===== src/rtl/reg_file_sb.sv =====
// -----------------------------------------------------------------------------
// reg_file_sb -- register file with per-register scoreboard (pending) bits.
//
// Two combinational read ports with write-through bypass, one write port, a
// claim port that marks a register as having a result outstanding, and a
// flush that clears every outstanding mark. Register 0 is hard-wired to zero
// and can never be written or claimed. On reset every register i is preloaded
// with i*INIT_STEP (truncated to XLEN) and all pending marks are cleared.
//
// Parameters
//   XLEN       data width
//   NREG       number of registers (power of two, >= 4)
//   INIT_STEP  reset preload step
//   AW         address width, derived from NREG
//
// Ports
//   clk                   clock, all state changes on the rising edge
//   rst                   synchronous active-high reset
//   raddr1/raddr2         read addresses
//   rdata1/rdata2         read data (combinational, bypasses same-cycle write)
//   rbusy1/rbusy2         registered pending bit of the addressed register
//   reg_wr/waddr/wdata    write port; a write also clears the pending bit
//   claim_en/claim_addr   mark a register pending at the next edge
//   flush                 clear all pending bits at the next edge
//   pend_cnt              registered number of pending registers
// -----------------------------------------------------------------------------
module reg_file_sb #(
   parameter int XLEN      = 32,
   parameter int NREG      = 32,
   parameter int INIT_STEP = 10,
   parameter int AW        = $clog2(NREG)
) (
   input  logic            clk,
   input  logic            rst,
   input  logic [AW-1:0]   raddr1,
   input  logic [AW-1:0]   raddr2,
   output logic [XLEN-1:0] rdata1,
   output logic [XLEN-1:0] rdata2,
   output logic            rbusy1,
   output logic            rbusy2,
   input  logic            reg_wr,
   input  logic [AW-1:0]   waddr,
   input  logic [XLEN-1:0] wdata,
   input  logic            claim_en,
   input  logic [AW-1:0]   claim_addr,
   input  logic            flush,
   output logic [AW:0]     pend_cnt
);

   localparam int CW = AW + 1;

   logic [XLEN-1:0] regs [NREG];
   logic [NREG-1:0] pending;
   logic [NREG-1:0] pend_next;
   logic            write_ok;
   logic            claim_ok;
   logic            cnt_inc;
   logic            cnt_dec;

   // Reset value of register idx, computed modulo 2**XLEN.
   function automatic logic [XLEN-1:0] preload(input int idx);
      return XLEN'(idx) * XLEN'(INIT_STEP);
   endfunction

   // Address 0 is inert for both writes and claims.
   assign write_ok = reg_wr   && (waddr      != '0);
   assign claim_ok = claim_en && (claim_addr != '0);

   // Next pending vector: write clears, claim sets (so claim wins on the same
   // register), flush clears everything and overrides both.
   always_comb begin
      // NOTE: every always_comb output gets a default first so no path leaves
      // it unassigned, which would infer a latch.
      pend_next = pending;
      if (write_ok) pend_next[waddr]      = 1'b0;
      if (claim_ok) pend_next[claim_addr] = 1'b1;
      if (flush)    pend_next             = '0;
   end

   // Incremental count: +1 only when a clear bit becomes set, -1 only when a
   // set bit is cleared by a write that is not simultaneously re-claimed.
   assign cnt_inc = claim_ok && !pending[claim_addr];
   assign cnt_dec = write_ok && pending[waddr] &&
                    !(claim_ok && (claim_addr == waddr));

   always_ff @(posedge clk) begin
      // NOTE: sequential state uses non-blocking assignments so every register
      // samples the pre-edge values, independent of statement order.
      if (rst) begin
         // NOTE: the register array is reset on purpose -- the preload values
         // are architecturally visible, so this cannot map to a plain RAM.
         for (int i = 0; i < NREG; i++) regs[i] <= preload(i);
         pending  <= '0;
         pend_cnt <= '0;
      end else begin
         if (write_ok) regs[waddr] <= wdata;
         pending <= pend_next;
         if (flush) pend_cnt <= '0;
         else       pend_cnt <= pend_cnt + CW'(cnt_inc) - CW'(cnt_dec);
      end
   end

   // Read port 1: register 0 forced to zero, same-cycle write forwarded.
   always_comb begin
      rdata1 = regs[raddr1];
      if (write_ok && (waddr == raddr1)) rdata1 = wdata;
      if (raddr1 == '0)                  rdata1 = '0;
   end

   // Read port 2: identical behaviour.
   always_comb begin
      rdata2 = regs[raddr2];
      if (write_ok && (waddr == raddr2)) rdata2 = wdata;
      if (raddr2 == '0)                  rdata2 = '0;
   end

   // Busy flags show only the registered state; same-cycle claims and writes
   // become visible after the edge.
   assign rbusy1 = pending[raddr1];
   assign rbusy2 = pending[raddr2];

endmodule


===== config.mk =====
export PLATFORM = sky130hd
export DESIGN_NAME = reg_file_sb
export DESIGN_NICKNAME = d
export VERILOG_FILES = /design/src/rtl/reg_file_sb.sv
export SDC_FILE = /design/constraint.sdc
export NUM_CORES = 2
export LEC_CHECK = 0
export BUFFER_PORTS_ARGS = -buffer_cell sky130_fd_sc_hd__buf_2
export CORE_ASPECT_RATIO = 0.8
export CORE_MARGIN = 2
export CORE_UTILIZATION = 60
export DETAILED_ROUTE_END_ITERATION = 6
export HOLD_SLACK_MARGIN = 0.12
export PLACE_DENSITY_LB_ADDON = 0.15
export SYNTH_ARGS = -nofsm -noshare
export SYNTH_HDL_FRONTEND = slang
export SYNTH_SLANG_ARGS = --single-unit

===== constraint.sdc =====
create_clock -name clk -period 8.6 [get_ports clk]
set_input_delay 1.72 -clock clk [delete_from_list [all_inputs] [get_ports clk]]
set_output_delay 1.72 -clock clk [all_outputs]
set_load 0.02 [all_outputs]

==> flow_summary.ini <==
[status]
status = finished with violations
violations = DRC, capacitance limit, slew limit

[worst_setup_path]
crit_arrival_ps = 5370
cp_max_fo = 21
worstSetupStartpoint = raddr2[4]
cp.depth = 10
endpoint = rdata2[20]
cp_slowest_cell = buf_2
crit_type = input port to output port
worstPathRequired_ps = 6880
path_buf_inv = 4
r2r_end = pend_cnt[4]
r2r_slack_ps = 5390
worstPathCellList = buf_2 -> buf_4 -> and3b_1 -> buf_4 -> a221oi_1 -> o21ai_0 -> o22ai_1 -> mux2i_1 -> nor2_1 -> buf_2
r2r.worst_path.cells = 13
max_stage_delay_ps = 760
r2r_start = pending[11]
critPathLaunchType = input port
cp_top_family = buffers and inverters
crit_path_end_kind = output port

[drt]
vias = 41500
drt_iter0_drc = 8303
wl_per_cell_microns = 38.4
vias_per_cell = 7.48
antenna_left = 0
drc = 22
wirelength_microns = 213000
dr.pass1.iters = 7

[power]
leakage_nw = 22.2
p_comb_share_pct = 13.7
ir_worst_vdd_mv = 0.178
intPower_mw = 9.09
seq_power_share_pct = 49.3
p_clk_share_pct = 37.0
fin_total_pwr_mw = 12.4
power.density_nw_per_um2 = 195
switching_share_pct = 26.5
power.switching_mw = 3.29

[place]
finalWeightedCongestion = 0.902
port_buffers = 128
hpwl_microns = 121000
dp.cells = 5343

[global_routing]
grt_pass1_wl_microns = 297000
antenna_found_initial = 15
grt_max_degree = 90
grt_pass1_vias = 39500
track_usage_pct = 42.7
grt_overflow = 0

[floorplan]
start_util_pct = 60.3
die_w_microns = 352
dieArea_sq_um = 99400
num_rows = 102
die_h_microns = 282
core_area_sq_um = 96500
io_pins = 129

[logic_synthesis]
ys_seq_area_share_pct = 54.2
synthDistinctLibCells = 71
syn_area_per_cell_sq_um = 13.9
postSynthCellCount = 4180
synth_area_sq_um = 58200
ys_ff_latch = 1062
synthFlopType = edfxtp_1
ys_warn_count = 0
synth_edf_count = 1024
async_reset_ff_share_pct = 0

[sta]
fin_worst_skew_ps = 6.99
rsz0062_at_grt = no
slew_headroom_pct = -3.51
finalHoldViolCount = 0
drv_slew = 10
min_period_ps = 7090
setup_viol = 0
fin_hold_ws_ps = 528
worstMarginPinSlew_ps = 1550
max_freq_mhz = 141
period_share_pct = 82.5
tns_ps = 0

[final_layout]
final_cells = 5545
n_fill_cell = 6984
multi_input_area_sq_um = 25100
areaGrowthSynthToFinish_pct = 9.11
seqCellArea_sq_um = 31500
nNetsFinal = 4216
drive_above_1_share_pct = 22.2

[clock_network]
clkLatencyLatePin_ps = 690
cts_tree = built
h-tree-depth = 3
cts.repair.resized = 0
cts_buffers = 107
cts.sinks = 1062
cts.clk_slew.worst_paths_ps = 60
cts-hold-fix-buffers = 0
cts_setup_buffers = 0
cts_max_path_buffers = 3
root_buffer = clkbuf_16

[hold_path]
hold_class = flop to flop

[job]
cap_violations = 1
## per-stage QoR
step           utilization (%)  cell area (sq um)  worst slack [ps]
6_report                  65.8              63500              1510
5_1_grt                   65.7              63400              1580
4_1_cts                   65.7              63400              1820
3_5_place_dp              62.3              60100              1830
3_3_place_gp              62.3              60100              1840
2_1_floorplan                -              58300              3320
## registers in the layout, indices dropped and copies added (netlist names)
signal,flops
pend_cnt,6
pending,32
regs,1024
## metal layers
layer	share of wire, %	global-route usage [%]
met5	0.032	0.238
met1	35	58.2
met2	42	60.4
met4	5.3	20.5
met3	17	16.7
## cell families (layout without fill, tap and decap cells)
| group | Yosys count | after routing | synth area share, % |
|---|---|---|---|
| AND/OR/NAND/NOR | 1393 | 1393 | 14.0 |
| flip-flops | 1062 | 1062 | 54.2 |
| multiplexers | 742 | 742 | 21.7 |
| AO/OA/AOI/OAI | 504 | 504 | 6.09 |
| buffers and inverters | 452 | 476 | 3.59 |
| XOR/XNOR | 19 | 19 | 0.286 |
| adder cells (fa/ha/maj) | 7 | 7 | 0.164 |
| other | 1 | 42 | 0.00645 |
## tightest hold or removal path: stages, from the launching register on
cell and delay [ps]:
dfxtp_1 340, o21ai_0 80, a21oi_1 60
## cells in the mapped netlist (6+ instances only)
cell type	instances	share of area, %
a221oi_1	63	0.95
buf_4	42	0.54
nor2_1	123	0.79
xnor2_1	9	0.14
nor2b_1	9	0.097
edfxtp_1	1024	53
a211oi_1	14	0.18
nor3_2	10	0.17
mux4_2	413	16
o22ai_1	89	0.96
o2111ai_1	9	0.14
buf_2	74	0.64
or3_1	106	1.1
nor3_1	64	0.55
ha_1	6	0.13
nand2_1	106	0.68
mux2_2	7	0.14
buf_6	17	0.33
or2_2	6	0.065
nand3_1	19	0.16
o21ai_0	72	0.62
inv_1	9	0.058
o211ai_1	18	0.23
a22oi_1	80	1.0
buf_1	7	0.045
a221o_1	38	0.65
nand2b_1	30	0.32
xor2_1	10	0.15
clkbuf_1	299	1.9
mux2i_1	322	5.5
and2_1	889	9.6
dfxtp_1	38	1.3
a211o_1	12	0.18
o21bai_1	16	0.21
a21oi_1	70	0.60
## cells in the final DEF, fill, tap and decap left out, types with 16 or more instances in the layout
master and count:
edfxtp_1 1024, and2_1 890, mux4_2 413, mux2i_1 322, buf_4 140, buf_2 121, clkbuf_16 110, or3_1 105
nand2_1 103, nor2_1 93, o22ai_1 89, a22oi_1 80, o21ai_0 72, a21oi_1 70, nor3_1 63, a221oi_1 63
a221o_1 38, dfxtp_1 38, conb_1 32, clkbuf_1 27, nor2_4 22, clkinv_2 22, clkinv_1 21, nand3_1 19
o211ai_1 18, nand2b_2 16
## area by class of cell
class / instances / share of cell area (%)
diodes: 10 / 0.0394
clock buffers: 139 / 4.54
clock inverters: 53 / 0.647
inverters: 12 / 0.0710
multi-input cells: 2697 / 39.6
flip-flops and latches: 1062 / 49.7
well taps: 1300 / 2.56
repair buffers: 272 / 2.91
## worst min-delay path by stage
stage,startpoint,end,slack (ps),cells after the start
CTS,pending[8],pending[8],520,2
global route,pending[20],pending[20],560,2
global placement,pending[25],pending[25],500,2
finish,pending[8],pending[8],530,2
detailed placement,pending[8],pending[8],520,2
floorplan,pending[0],pending[0],480,1
## power by group through the flow
stage	registers (mW)	logic (mW)	clock network, mW
CTS	6.09	1.63	4.56
finish	6.11	1.69	4.58
detailed placement	6.20	1.63	0
global placement	6.18	1.62	0
floorplan	6.15	1.04	0
global route	6.13	1.72	4.75
Power figures use the tool's default switching activity.
